## src/rtl/rv_pkg.sv

```systemverilog
// Shared RV core definitions: default datapath widths, the canonical NOP
// encoding, and the ALU/branch operation codes used by the execute stage.
package rv_pkg;

    // Default PC and instruction widths for the core.
    localparam int XLEN_DEF = 64;
    localparam int ILEN_DEF = 32;

    // addi x0, x0, 0 -- the canonical RISC-V NOP.
    localparam logic [31:0] NOP_INSN = 32'h0000_0013;

    // ALU operation select used by the execute stage.
    typedef enum logic [3:0] {
        ALU_ADD  = 4'd0,
        ALU_SUB  = 4'd1,
        ALU_SLL  = 4'd2,
        ALU_SLT  = 4'd3,
        ALU_SLTU = 4'd4,
        ALU_XOR  = 4'd5,
        ALU_SRL  = 4'd6,
        ALU_SRA  = 4'd7,
        ALU_OR   = 4'd8,
        ALU_AND  = 4'd9
    } alu_op_e;

    // Branch comparison select used by the execute stage.
    typedef enum logic [2:0] {
        BR_EQ  = 3'd0,
        BR_NE  = 3'd1,
        BR_LT  = 3'd4,
        BR_GE  = 3'd5,
        BR_LTU = 3'd6,
        BR_GEU = 3'd7
    } br_op_e;

    // Pointer width needed to index DEPTH entries (at least one bit).
    function automatic int ptr_width(input int depth);
        return (depth > 1) ? $clog2(depth) : 1;
    endfunction

endpackage

```

## src/rtl/fq_ptr.sv

```systemverilog
// Modulo-DEPTH pointer with increment and clear. Wraps from DEPTH-1 to 0
// for any DEPTH, so non-power-of-two queues work without special casing.
module fq_ptr
    import rv_pkg::*;
#(
    parameter  int DEPTH = 4,
    localparam int PW    = ptr_width(DEPTH)
) (
    input  logic          clk,
    input  logic          rst,
    input  logic          clr,
    input  logic          inc,
    output logic [PW-1:0] ptr
);

    localparam logic [PW-1:0] LAST = PW'(DEPTH - 1);

    // Pointer register: reset and clear win over increment.
    always_ff @(posedge clk) begin
        if (!rst) begin
            ptr <= '0;
        end else if (clr) begin
            ptr <= '0;
        end else if (inc) begin
            if (ptr == LAST) begin
                ptr <= '0;
            end else begin
                ptr <= ptr + PW'(1);
            end
        end
    end

endmodule

```

## src/rtl/fetch_queue.sv

```systemverilog
// Instruction fetch queue between the fetch stage and IF/ID.
//
// Handshake: a transfer happens on a rising edge where valid and ready are
// both high and flush is low. push_ready is a flop (not-full), so it never
// depends combinationally on pop_ready; a push offered while full is dropped
// even if a pop happens on the same edge, and it sets the sticky overflow
// flag. pop_valid is not-empty; a pushed entry shows at the head one cycle
// later (no bypass). flush (EX branch taken) discards everything; reset has
// priority over flush. An IF/ID hazard stall appears here as pop_ready low.
module fetch_queue
    import rv_pkg::*;
#(
    parameter  int XLEN  = XLEN_DEF,
    parameter  int ILEN  = ILEN_DEF,
    parameter  int DEPTH = 4,
    localparam int CW    = $clog2(DEPTH + 1)
) (
    input  logic            clk,
    input  logic            rst,
    input  logic            push_valid,
    output logic            push_ready,
    input  logic [XLEN-1:0] push_pc,
    input  logic [ILEN-1:0] push_ir,
    output logic            pop_valid,
    input  logic            pop_ready,
    output logic [XLEN-1:0] pop_pc,
    output logic [ILEN-1:0] pop_ir,
    input  logic            flush,
    output logic [CW-1:0]   count,
    output logic            overflow
);

    localparam int            PW      = ptr_width(DEPTH);
    localparam logic [CW-1:0] FULL_CNT = CW'(DEPTH);
    localparam logic [ILEN-1:0] NOP_IR = ILEN'(NOP_INSN);

    logic [XLEN-1:0] pc_mem [DEPTH];
    logic [ILEN-1:0] ir_mem [DEPTH];

    logic [PW-1:0] rd_ptr;
    logic [PW-1:0] wr_ptr;
    logic [CW-1:0] count_q;
    logic [CW-1:0] count_nxt;
    logic          push_ready_q;
    logic          overflow_q;

    logic do_push;
    logic do_pop;
    logic drop_push;

    assign pop_valid  = (count_q != '0);
    assign push_ready = push_ready_q;
    assign count      = count_q;
    assign overflow   = overflow_q;

    // Qualify transfers; flush suppresses every same-edge push and pop.
    always_comb begin
        do_push   = 1'b0;
        do_pop    = 1'b0;
        drop_push = 1'b0;
        if (!flush) begin
            do_push   = push_valid && push_ready_q;
            do_pop    = pop_valid && pop_ready;
            drop_push = push_valid && !push_ready_q;
        end
    end

    // Next occupancy; a simultaneous push and pop leaves it unchanged.
    always_comb begin
        count_nxt = count_q;
        if (flush) begin
            count_nxt = '0;
        end else begin
            case ({do_push, do_pop})
                2'b10:   count_nxt = count_q + CW'(1);
                2'b01:   count_nxt = count_q - CW'(1);
                default: count_nxt = count_q;
            endcase
        end
    end

    // Occupancy, registered not-full and sticky overflow.
    always_ff @(posedge clk) begin
        if (!rst) begin
            count_q      <= '0;
            push_ready_q <= 1'b1;
            overflow_q   <= 1'b0;
        end else begin
            count_q      <= count_nxt;
            push_ready_q <= (count_nxt != FULL_CNT);
            if (drop_push) begin
                overflow_q <= 1'b1;
            end
        end
    end

    // Entry storage is not reset; outputs are masked while empty.
    always_ff @(posedge clk) begin
        if (do_push) begin
            pc_mem[wr_ptr] <= push_pc;
            ir_mem[wr_ptr] <= push_ir;
        end
    end

    // Head view: storage when non-empty, zero PC and NOP otherwise.
    always_comb begin
        pop_pc = '0;
        pop_ir = NOP_IR;
        if (pop_valid) begin
            pop_pc = pc_mem[rd_ptr];
            pop_ir = ir_mem[rd_ptr];
        end
    end

    fq_ptr #(.DEPTH(DEPTH)) u_rd_ptr (
        .clk (clk),
        .rst (rst),
        .clr (flush),
        .inc (do_pop),
        .ptr (rd_ptr)
    );

    fq_ptr #(.DEPTH(DEPTH)) u_wr_ptr (
        .clk (clk),
        .rst (rst),
        .clr (flush),
        .inc (do_push),
        .ptr (wr_ptr)
    );

endmodule

```

## config.mk

```make
export PLATFORM = sky130hd
export DESIGN_NAME = fetch_queue
export DESIGN_NICKNAME = d
export VERILOG_FILES = /design/src/rtl/rv_pkg.sv /design/src/rtl/fq_ptr.sv /design/src/rtl/fetch_queue.sv
export SDC_FILE = /design/constraint.sdc
export NUM_CORES = 1
export LEC_CHECK = 0
export CAP_MARGIN = 0
export CORE_MARGIN = 4
export CORE_UTILIZATION = 59
export DETAILED_ROUTE_END_ITERATION = 12
export MAX_ROUTING_LAYER = met4
export PLACE_DENSITY = 0.95
export SETUP_SLACK_MARGIN = 0.02
export SYNTH_ARGS = -nofsm -noshare
export SYNTH_HDL_FRONTEND = slang
export SYNTH_SLANG_ARGS = --single-unit
```

## constraint.sdc

```tcl
create_clock -name clk -period 5.75 [get_ports clk]
set_input_delay 1.15 -clock clk [delete_from_list [all_inputs] [get_ports clk]]
set_output_delay 1.15 -clock clk [all_outputs]
set_load 0.005 [all_outputs]
```

==> flow_summary.ini, run 1 <==
[critical_path]
cp.arrival_ns = 2.98
cp-end-kind = primary output
crit_path_max_fanout = 55
crit_buf_inv = 3
r2r_slack_ns = 3.24
cpPeakStageDelay_ns = 0.53
cpMaxStageDelayCell = nor3_1
critPathLaunch = count[0]
cp_cell_sequence = nor3_1, inv_2, buf_4, and2_1, clkdlybuf4s50_1
cp.depth = 5
path_class = reg -> out
crit_end = pop_pc[23]
reg2reg_to = push_ready
crit_family = buffers and inverters
startpoint_type = flip-flop
reg2regPathDepth = 7
r2r-start = count[0]
critPathRequiredTime_ns = 4.60

[synth]
netlist_area_um2 = 15000
synth_top_cell_by_area = edfxtp_1
ys_seq_elements = 395
synth_nets = 773
async_reset_ff_frac = 0
synth_cells = 665
synth_ff_type = edfxtp_1
synth-edff-count = 384
yosysUniqueCellTypes = 29
ys_warn_count = 0
synth_area_per_cell_um2 = 22.6
synthDominantCellAreaShare = 0.767
synth.yosys.seq_area_share = 0.782
synthTopCellsByArea = edfxtp_1 (77%), mux4_2 (14%), and2_1 (4.0%)

[clock_tree]
clkLatencyLatePin_ns = 0.51
cts.clk_slew.worst_paths_ns = 0.06
post_cts_resized = 0
clockRootBuffer = clkbuf_16
cts_setup_buffers = 0
clock-sinks = 395
cts_buffer_depth = 3
cts_buffers = 38
htree_levels = 2
ctsHoldBuffers = 0
cts_tree = built

[timing]
finalClockSkew_ns = 0.0117
relSlewSlack = 0.356
rsz0062_at_grt = no
max_freq_ghz = 0.242
tightest_slew_ns = 0.965
setup_tns_ns = 0
maxSlewViolCount = 0
fin_crit_sh = 0.719
setup_viol = 0
hold_violations = 0
finalCriticalPeriod_ns = 4.13

[grt]
grt_start_max_net_pins = 65
grt_pass1_vias = 7845
grt_antenna_before_repair = 1
grt_pass1_wl_um = 45600
grt_use_total = 0.219
gr-total-overflow = 0

[floorplan]
ios = 203
core-area_um2 = 25100
die_x_um = 168
die_y_um = 168
rows = 58
dieArea_um2 = 28100
initial_core_util = 0.598

[min_path]
hold_path_class = reg -> reg
hold_path_depth = 1

[layout]
final_common_cell = edfxtp_1
final_cell_mix = edfxtp_1 (384), clkdlybuf4s50_1 (202), mux4_2 (96)
fin_cells = 1247
nets = 996
layout-drive-gt1-share = 0.179
area_growth_pct = 23.7

[placed_design]
hpwl_um = 18400
dp_cells = 1178
gp_congestion = 0.758
portBuffers = 202

[routing]
via_per_inst = 5.82
first_pass_iters = 5
drtIter0Drc = 634
wirelength_um = 29800
vias = 7252
drc = 0
detail-route-antenna-nets = 0
avgRoutedWirePerCell_um = 23.9

[pwr]
total_power_mw = 5.82
peakVddDrop_mv = 0.324
p_per_area_nw_per_um2 = 313
leakage_nw = 5.89

[job]
maxCapViolCount = 0

[outcome]
status = finished, final reports clean
-- registers in the layout, summed over array words and instances, names as in the netlist, named ones only --
signal,cells
count,3
overflow,1
ir_mem,128
pc_mem,256
u_wr_ptr.ptr,2
u_rd_ptr.ptr,2
push_ready,1
-- power by group --
| group | internal [mW] | switching (mW) | total [mW] |
|---|---|---|---|
| Clock | 1.39 | 0.964 | 2.35 |
| Sequential | 3.20 | 0.0125 | 3.21 |
| Combinational | 0.146 | 0.109 | 0.255 |
| Total | 4.74 | 1.09 | 5.82 |
-- layout make-up --
cell class	instances	area [um^2]
diodes	1	2.50
clock buffers	54	1070
clock inverters	14	114
fillers	1398	6520
inverters	5	18.8
multi-input cells	233	3080
flip-flops and latches	395	11800
well taps	330	413
repair buffers	215	2130
-- cell families (layout without fill, tap and decap cells) --
| family | Yosys count | in the layout | share of synthesized area |
|---|---|---|---|
| flops | 395 | 395 | 0.782 |
| fa+ha+maj | 7 | 7 | 0.00633 |
| other cells | 0 | 1 | 0 |
| mux | 98 | 98 | 0.145 |
| simple gates | 118 | 118 | 0.0478 |
| xor+xnor | 2 | 2 | 0.00117 |
| buf+inv | 37 | 288 | 0.0137 |
| compound gates | 8 | 8 | 0.00358 |
-- per-stage QoR --
step           hold WS, ns  instance area (um^2)  utilization  setup WS, ns
2_1_floorplan        0.463                 15000            -          1.61
3_3_place_gp         0.451                 17400        0.693          2.16
3_5_place_dp         0.458                 17400        0.693          2.09
4_1_cts              0.473                 18600        0.740          1.57
5_1_grt              0.506                 18600        0.740          1.39
6_report             0.469                 18600        0.740          1.62
-- worst reg2reg max path: stages, from the launching register on --
cell and delay (ns):
dfxtp_1 0.38, o31ai_1 0.54, nor2_1 0.09, ha_1 0.24, fa_1 0.38, xnor2_1 0.15
or4_1 0.44, a21o_1 0.19
-- Yosys cell counts, types with 5 or more instances --
master and n:
mux4_2 96, clkbuf_1 15, and2_1 97, nand2_1 5, nor2_1 5, inv_1 5, dfxtp_1 11, edfxtp_1 384
buf_6 5, ha_1 6, buf_2 11
-- how the worst min path moves through the flow --
stage               startpoint         to
6_report              overflow   overflow
5_1_grt               overflow   overflow
4_1_cts               overflow   overflow
3_5_place_dp          overflow   overflow
3_3_place_gp          overflow   overflow
2_1_floorplan  u_rd_ptr.ptr[0]  flip-flop
-- metal layers --
layer	up-vias	share of wire	global-route usage
li1	3155	-	-
met1	3738	0.38	0.286
met2	307	0.53	0.359
met3	52	0.069	0.0430
met4	0	0.024	0.0628
met5	-	0	-
Power figures use the tool's default switching activity.
==> run 2: changes to the inputs <==
Settings changed: CORE_UTILIZATION 59 to 49, PLACE_DENSITY 0.95 to 0.86.
Clock period 5.75 ns to 3.4 ns, I/O delays scaled along.
==> flow_summary.ini, run 2 (synthesized netlist as in run 1, its figures left out) <==
[layout]
layout-drive-gt1-share = 0.197
fin_cells = 1325
post-route-util = 0.633
regArea_um2 = 11800
largest_reg_flops = 256
final_common_cell = edfxtp_1
area_growth_pct = 26.2
final_cell_mix = edfxtp_1 (384), clkdlybuf4s50_1 (202), mux4_2 (96)
diodes = 0
nets = 1013
fill_cells = 2021
largest_register = pc_mem
multi_input_area_um2 = 3080

[grt]
grt_use_met1 = 0.233
gr-total-overflow = 0
grt_pass1_wl_um = 45600
grt_util_met2 = 0.303
gr-usage-met3 = 0.0426
grt_start_max_net_pins = 63
grt_pass1_vias = 7860
top_usage_layer = met2
grt_antenna_before_repair = 0
grt_use_total = 0.182

[critical_path]
critPathRequiredTime_ns = 2.72
crit_path_max_fanout = 12
r2r_slack_ns = 0.85
path_class = reg -> out
crit_end = pop_ir[4]
reg2regPathDepth = 7
cp.arrival_ns = 2.54
r2r-start = count[0]
startpoint_type = flip-flop
cp-end-kind = primary output
reg2reg_to = push_ready

[timing]
finalClockSkew_ns = 0.0103
maxSlewViolCount = 0
tightest_slew_ns = 0.557
fin_crit_sh = 0.948
relSlewSlack = 0.626
rsz0062_at_grt = no
setup_viol = 0
hold_violations = 0
finalCriticalPeriod_ns = 3.22
holdWs_ns = 0.468
setup_tns_ns = 0
max_freq_ghz = 0.310

[pwr]
peakVddDrop_mv = 0.467
p_per_area_nw_per_um2 = 524
leakage_nw = 6.03

[min_path]
hold_path_class = reg -> reg

[floorplan]
die_y_um = 183
initial_core_util = 0.502
ios = 203
core-area_um2 = 30000
die_x_um = 183
rows = 63
dieArea_um2 = 33500

[routing]
wirelength_um = 29300
via_per_inst = 5.46
detail-route-antenna-nets = 0
drc = 0
drtIter0Drc = 536
avgRoutedWirePerCell_um = 22.1
first_pass_iters = 5
vias = 7240

[clock_tree]
clockRootBuffer = clkbuf_16
clock-sinks = 395
cts_buffers = 40
cts_tree = built
cts.clk_slew.worst_paths_ns = 0.06
clkLatencyLatePin_ns = 0.52
ctsHoldBuffers = 0
htree_levels = 2
cts_buffer_depth = 3

[placed_design]
portBuffers = 202
gp_congestion = 0.767
hpwl_um = 18000
dp_cells = 1252

[job]
maxCapViolCount = 0

[outcome]
status = finished, final reports clean
==> run 2: cell count changes in the layout (fill, tap and decap cells not counted), sizes merged <==
cell	before	now
buf	13	28
clkinv	11	15
inv	5	8
clkbuf	54	52
clkinvlp	1	0
diode	1	0
==> run 2: power by group <==
group	total, mW	internal [mW]	switching, mW
combinational	0.436	0.255	0.181
sequential	5.43	5.41	0.0178
clock	4.07	2.37	1.70
total	9.94	8.04	1.90
==> run 2: critical path, cell delays in order (launching register included) <==
cell and delay (ns):
dfxtp_4 0.54, buf_4 0.27, mux4_2 0.52, or2_1 0.24
clkdlybuf4s50_1 0.47
==> run 2: layout make-up <==
| class | instances | area share |
|---|---|---|
| clock inverters | 20 | 0.00798 |
| clock buffers | 52 | 0.0563 |
| well taps | 390 | 0.0257 |
| multi-input cells | 233 | 0.162 |
| flip-flops and latches | 395 | 0.620 |
| repair buffers | 230 | 0.127 |
| inverters | 5 | 0.000990 |
==> run 2: how the worst min path moves through the flow <==
stage / from / to / cells after the start
after detailed placement: overflow / overflow / 1
after floorplan: u_rd_ptr.ptr[0] / flip-flop / 2
final: overflow / overflow / 1
after CTS: overflow / overflow / 1
after global placement: overflow / overflow / 1
after global routing: overflow / overflow / 1
==> run 2: timing repair <==
item                       in CTS  in global routing
resized for setup               1                  0
setup buffers                   1                  0
setup endpoints to repair      13                  0
==> run 2: routing by layer <==
layer | up-vias | part of all wire
met5 | - | 0
met4 | 0 | 0.019
met3 | 45 | 0.071
met2 | 263 | 0.51
met1 | 3736 | 0.40
li1 | 3196 | -
==> run 2: metrics by stage <==
| stage | setup WS, ns | instance area (um^2) | power [mW] |
|---|---|---|---|
| 6_report | 0.177 | 19000 | 9.94 |
| 5_1_grt | 0.0486 | 19000 | 10.3 |
| 4_1_cts | 0.113 | 19000 | 10.0 |
| 3_5_place_dp | 0.233 | 17700 | 5.97 |
| 3_3_place_gp | 0.307 | 17700 | 5.95 |
| 2_1_floorplan | 0.799 | 15000 | 5.68 |
